===== config.mk =====
export PLATFORM = sky130hd
export DESIGN_NAME = cpu_fsm
export DESIGN_NICKNAME = d
export VERILOG_FILES = /design/src/rtl/cpu_fsm.sv
export SDC_FILE = /design/constraint.sdc
export NUM_CORES = 1
export LEC_CHECK = 0
export BUFFER_PORTS_ARGS = -buffer_cell sky130_fd_sc_hd__buf_2
export CORE_ASPECT_RATIO = 1.25
export CORE_MARGIN = 4
export CORE_UTILIZATION = 46
export DETAILED_ROUTE_END_ITERATION = 8
export HOLD_SLACK_MARGIN = 0.05
export PLACE_DENSITY = 0.95
export SLEW_MARGIN = 15
export SYNTH_ARGS = -nofsm -noshare
export SYNTH_HDL_FRONTEND = slang
export SYNTH_SLANG_ARGS = --single-unit
export TNS_END_PERCENT = 100

===== constraint.sdc =====
create_clock -name clk -period 2.95 [get_ports clk]
set_input_delay 0.1475 -clock clk [delete_from_list [all_inputs] [get_ports clk]]
set_output_delay 0.1475 -clock clk [all_outputs]
set_load 0.01 [all_outputs]

===== src/rtl/cpu_fsm.sv =====
// Instruction register and Moore controller that sequences the 16-bit datapath.
// Optional build macro CPU_FSM_ILLEGAL_TRAP_EN adds an `illegal` output and a HALT trap state.
module cpu_fsm (
    input  logic        clk,
    input  logic        reset,
    input  logic        s,
    input  logic        load,
    input  logic [15:0] in,
    output logic        w,
    output logic [2:0]  readnum,
    output logic [2:0]  writenum,
    output logic        write,
    output logic [1:0]  vsel,
    output logic        loada,
    output logic        loadb,
    output logic        loadc,
    output logic        loads,
    output logic        asel,
    output logic        bsel,
    output logic [1:0]  shift,
    output logic [1:0]  ALUop,
    output logic [15:0] sximm8,
    output logic [15:0] sximm5
`ifdef CPU_FSM_ILLEGAL_TRAP_EN
    ,
    output logic        illegal
`endif
);

    typedef enum logic [2:0] {
        S_WAIT,
        S_DECODE,
        S_WRITE_IMM,
        S_GET_A,
        S_GET_B,
        S_ALU,
        S_WRITE_REG
`ifdef CPU_FSM_ILLEGAL_TRAP_EN
        ,
        S_HALT
`endif
    } state_t;

    state_t      state;
    state_t      next_state;
    logic [15:0] ir;

    logic [2:0] opcode;
    logic [1:0] op;
    logic [2:0] rn;
    logic [2:0] rd;
    logic [1:0] sh;
    logic [2:0] rm;

    assign opcode = ir[15:13];
    assign op     = ir[12:11];
    assign rn     = ir[10:8];
    assign rd     = ir[7:5];
    assign sh     = ir[4:3];
    assign rm     = ir[2:0];

    logic is_mov_imm;
    logic is_mov_reg;
    logic is_alu;
    logic is_mvn;
    logic is_cmp;

    assign is_mov_imm = (opcode == 3'b110) && (op == 2'b10);
    assign is_mov_reg = (opcode == 3'b110) && (op == 2'b00);
    assign is_alu     = (opcode == 3'b101);
    assign is_mvn     = is_alu && (op == 2'b11);
    assign is_cmp     = is_alu && (op == 2'b01);

    assign sximm8 = {{8{ir[7]}}, ir[7:0]};
    assign sximm5 = {{11{ir[4]}}, ir[4:0]};

    // IR only accepts a new word while idle, so a running instruction never sees its fields change.
    always_ff @(posedge clk or posedge reset) begin
        if (reset) begin
            state <= S_WAIT;
            ir    <= '0;
        end else begin
            // NOTE: non-blocking assignments keep every register updating from pre-edge values.
            state <= next_state;
            if (load && (state == S_WAIT)) begin
                ir <= in;
            end
        end
    end

    always_comb begin
        // NOTE: every output gets a default first so no path leaves it unassigned (no latch).
        next_state = state;
        w          = 1'b0;
        readnum    = 3'd0;
        writenum   = 3'd0;
        write      = 1'b0;
        vsel       = 2'b00;
        loada      = 1'b0;
        loadb      = 1'b0;
        loadc      = 1'b0;
        loads      = 1'b0;
        asel       = 1'b0;
        bsel       = 1'b0;
        shift      = sh;
        ALUop      = op;
`ifdef CPU_FSM_ILLEGAL_TRAP_EN
        illegal    = 1'b0;
`endif

        case (state)
            S_WAIT: begin
                w = 1'b1;
                if (s) begin
                    next_state = S_DECODE;
                end
            end
            S_DECODE: begin
                if (is_mov_imm) begin
                    next_state = S_WRITE_IMM;
                end else if (is_mov_reg || is_mvn) begin
                    next_state = S_GET_B;
                end else if (is_alu) begin
                    next_state = S_GET_A;
                end else begin
`ifdef CPU_FSM_ILLEGAL_TRAP_EN
                    next_state = S_HALT;
`else
                    next_state = S_WAIT;
`endif
                end
            end
            S_WRITE_IMM: begin
                writenum   = rn;
                vsel       = 2'b01;
                write      = 1'b1;
                next_state = S_WAIT;
            end
            S_GET_A: begin
                readnum    = rn;
                loada      = 1'b1;
                next_state = S_GET_B;
            end
            S_GET_B: begin
                readnum    = rm;
                loadb      = 1'b1;
                next_state = S_ALU;
            end
            S_ALU: begin
                loadc = 1'b1;
                // MOV reg passes Rm through the adder as 0 + B without touching the flags.
                if (is_mov_reg) begin
                    asel  = 1'b1;
                    ALUop = 2'b00;
                end else begin
                    loads = 1'b1;
                    asel  = is_mvn;
                end
                next_state = is_cmp ? S_WAIT : S_WRITE_REG;
            end
            S_WRITE_REG: begin
                writenum   = rd;
                vsel       = 2'b00;
                write      = 1'b1;
                next_state = S_WAIT;
            end
`ifdef CPU_FSM_ILLEGAL_TRAP_EN
            S_HALT: begin
                illegal = 1'b1;
            end
`endif
            default: begin
                next_state = S_WAIT;
            end
        endcase
    end

endmodule


==> results.toml <==
[floorplanning]
core-area_mm2 = 0.00250
row_count = 20
die_area_mm2 = 0.00356
initial_utilization_pct = 49.0
die_y_um = 65.7
io_pins = 72
die_x_um = 54.2

[sta]
final_max_slew_viol_count = 0
fin_tns_setup_ns = 0
period_share_pct = 69.7
clock.fmax_mhz = 486
min_period_ns = 2.06
worstMarginPinSlew_ns = 0.693
rsz0062_at_grt = "no"
finalSetupViolations = 0
hold_viol_final = 0
relSlewSlack_pct = 53.7
finalWorstSetupSlack_ns = 0.894
fin_hold_ws_ns = 0.0759
skew_ns = 0.00400

[placed_design]
gp_congestion = 0.762
numPortBuffers = 69
dp_cells = 179
pre_cts_ws_ns = 1.04
place_area_mm2 = 0.00131
dp_hpwl_mm = 1.93

[routing]
vias = 884
detail_route.first_pass.iterations = 4
drtAntennaViolNets = 0
vias_per_cell = 4.80
drc = 0
routedWlPerCell_um = 13.0
drt-total-wl_mm = 2.40
first_iter_violations = 14

[synthesis]
ys_warn_count = 0
avgSynthCellArea_um2 = 10.4
ys_seq_area_share_pct = 38.8
syn-instance-count = 118
synth_area_mm2 = 0.00122
synth_cell_types = 31
ys_ff_latch = 19

[global_route]
grt_max_degree = 20
grt_usage_pct = 13.7
antenna_found_initial = 0
grt_pass1_vias = 780
overflow = 0
grt_pass1_wl_mm = 3.58

[min_path]
min_from = "in[15]"
holdCritPathClass = "in2reg"

[critical_path]
critical_path_buf_inv_count = 2
worstPathArrival_ns = 1.91
crit_path_start = "state[2]"
critPathRequiredTime_ns = 2.80
max_stage_delay_ns = 0.60
rrSetupSlack_ns = 1.05
crit_type = "reg2out"
slowest_stage = "dfrtp_1"
startpoint_type = "register"
cp_max_fo = 11
crit_family = "flip-flops"
endpoint_kind = "output pin"
r2r-start = "state[2]"
cp_cell_sequence = "inv_1 > nor3_1 > a22o_1 > buf_2"

[power]
powerDensity_mw_per_mm2 = 1180
p_int_mw = 0.890
netSwitchingFraction_pct = 44.1
power_switching_mw = 0.703
max-vdd-ir-drop_v = 0.000511
power.leakage_nw = 0.727
total_power_mw = 1.59
pwr-share-clk_pct = 8.1
seq_power_share_pct = 36.6
comb_power_share_pct = 55.3

[job]
cap_viol_max_count = 0

[layout]
area_growth_pct = 9.81
final_area_mm2 = 0.00135
final_cell_mix = "69 x buf_2, 19 x dfrtp_1, 16 x mux2_2, 6 x inv_1, 6 x nor2_1"
layout.nets = 172
final_common_cell = "buf_2"
nFillCells = 234
multi_input_area_um2 = 424
final_core_util_pct = 53.8
drive_gt1_share_pct = 58.9
diodes = 0
final_cells = 184
ff_latch_area_um2 = 475

[clocking]
htree_levels = 1
clock-root-buffer = "clkbuf_4"
clkTransAtPathRegs_ns = 0.10
numCtsBuffers = 3
cts_tree = "built"
postCtsSetupBuffers = 0
cts.sinks = 19
cts_buffer_depth = 2
clock_latency_ns = 0.29
ctsResizeCount = 0

[outcome]
run_status = "finished clean"
[Yosys cell counts (all sizes together)]
| master | count | share of area (%) |
|---|---|---|
| a22o | 3 | 2.1 |
| nor2 | 6 | 1.8 |
| mux2 | 16 | 15 |
| a21oi | 2 | 0.82 |
| nand3 | 1 | 0.41 |
| nor4b | 1 | 0.72 |
| nor3 | 3 | 1.6 |
| nor4bb | 1 | 0.82 |
| buf | 39 | 24 |
| conb | 1 | 0.31 |
| o311ai | 1 | 0.72 |
| mux2i | 3 | 2.5 |
| o21ai | 1 | 0.41 |
| a21bo | 1 | 0.82 |
| a311o | 1 | 0.82 |
| xnor2 | 1 | 0.72 |
| and2 | 1 | 0.51 |
| inv | 6 | 1.8 |
| nor4 | 1 | 0.51 |
| a211oi | 1 | 0.61 |
| or4b | 1 | 0.82 |
| clkbuf | 3 | 1.0 |
| nand2 | 2 | 0.61 |
| and4b | 1 | 0.82 |
| o21a | 1 | 0.61 |
| dfrtp | 19 | 39 |
| nor2b | 1 | 0.51 |
[final timing paths]
kind	to	cells past startpoint
min reg2reg	ir[8]	1
min in group asynchronous	ir[0]	3
max in group asynchronous	ir[6]	3
max	readnum[0]	4
min	ir[15]	2
max reg2reg	ir[13]	3
[cell type report]
class | count | share of cell area (%)
timing repair buffer | 70 | 26.4
inverter | 6 | 1.67
sequential | 19 | 35.3
clock buffer | 4 | 1.95
multi-input combinational | 52 | 31.5
tap | 33 | 3.07
[state kept, by name, summed over array words and instances, names as in the netlist]
signal  flops
ir         16
state       3
[cells by family (layout without fill, tap and decap cells)]
kind of cell           Yosys count  count (layout)  share of synthesized area (%)
multiplexers                    19              19                           17.2
AO/OA/AOI/OAI                   11              11                           6.95
buffers and inverters           48              80                           26.9
AND/OR/NAND/NOR                 19              19                           9.19
other                            1               2                          0.306
XOR/XNOR                         1               1                          0.715
flip-flops                      19              19                           38.8
[worst register-to-register path, cell delays in order (launching register included)]
cell	delay, ns
dfrtp_1	0.54
nor3_2	0.24
and2_1	0.59
mux2_2	0.42
[per-layer routing]
layer / global-route usage [%] / vias up / share of wire, %
li1: - / 424 / -
met5: 0 / - / 0
met4: 3.74 / 0 / 0
met2: 23.8 / 47 / 52
met1: 16.8 / 413 / 38
met3: 2.49 / 0 / 10
[power by group through the flow]
stage,logic (mW),registers (mW),clock network [mW]
after floorplan,0.911,0.529,0
after global placement,0.870,0.580,0
after detailed placement,0.890,0.589,0
after CTS,0.896,0.583,0.135
after global routing,0.958,0.625,0.140
final,0.881,0.582,0.129
[what timing repair did]
| item | in CTS | in global routing |
|---|---|---|
| endpoints found under the hold margin | 19 | 0 |
| hold buffers | 1 | 0 |
| setup endpoints to repair | 0 | 0 |
Note: power is estimated with default switching activity, not from simulation.
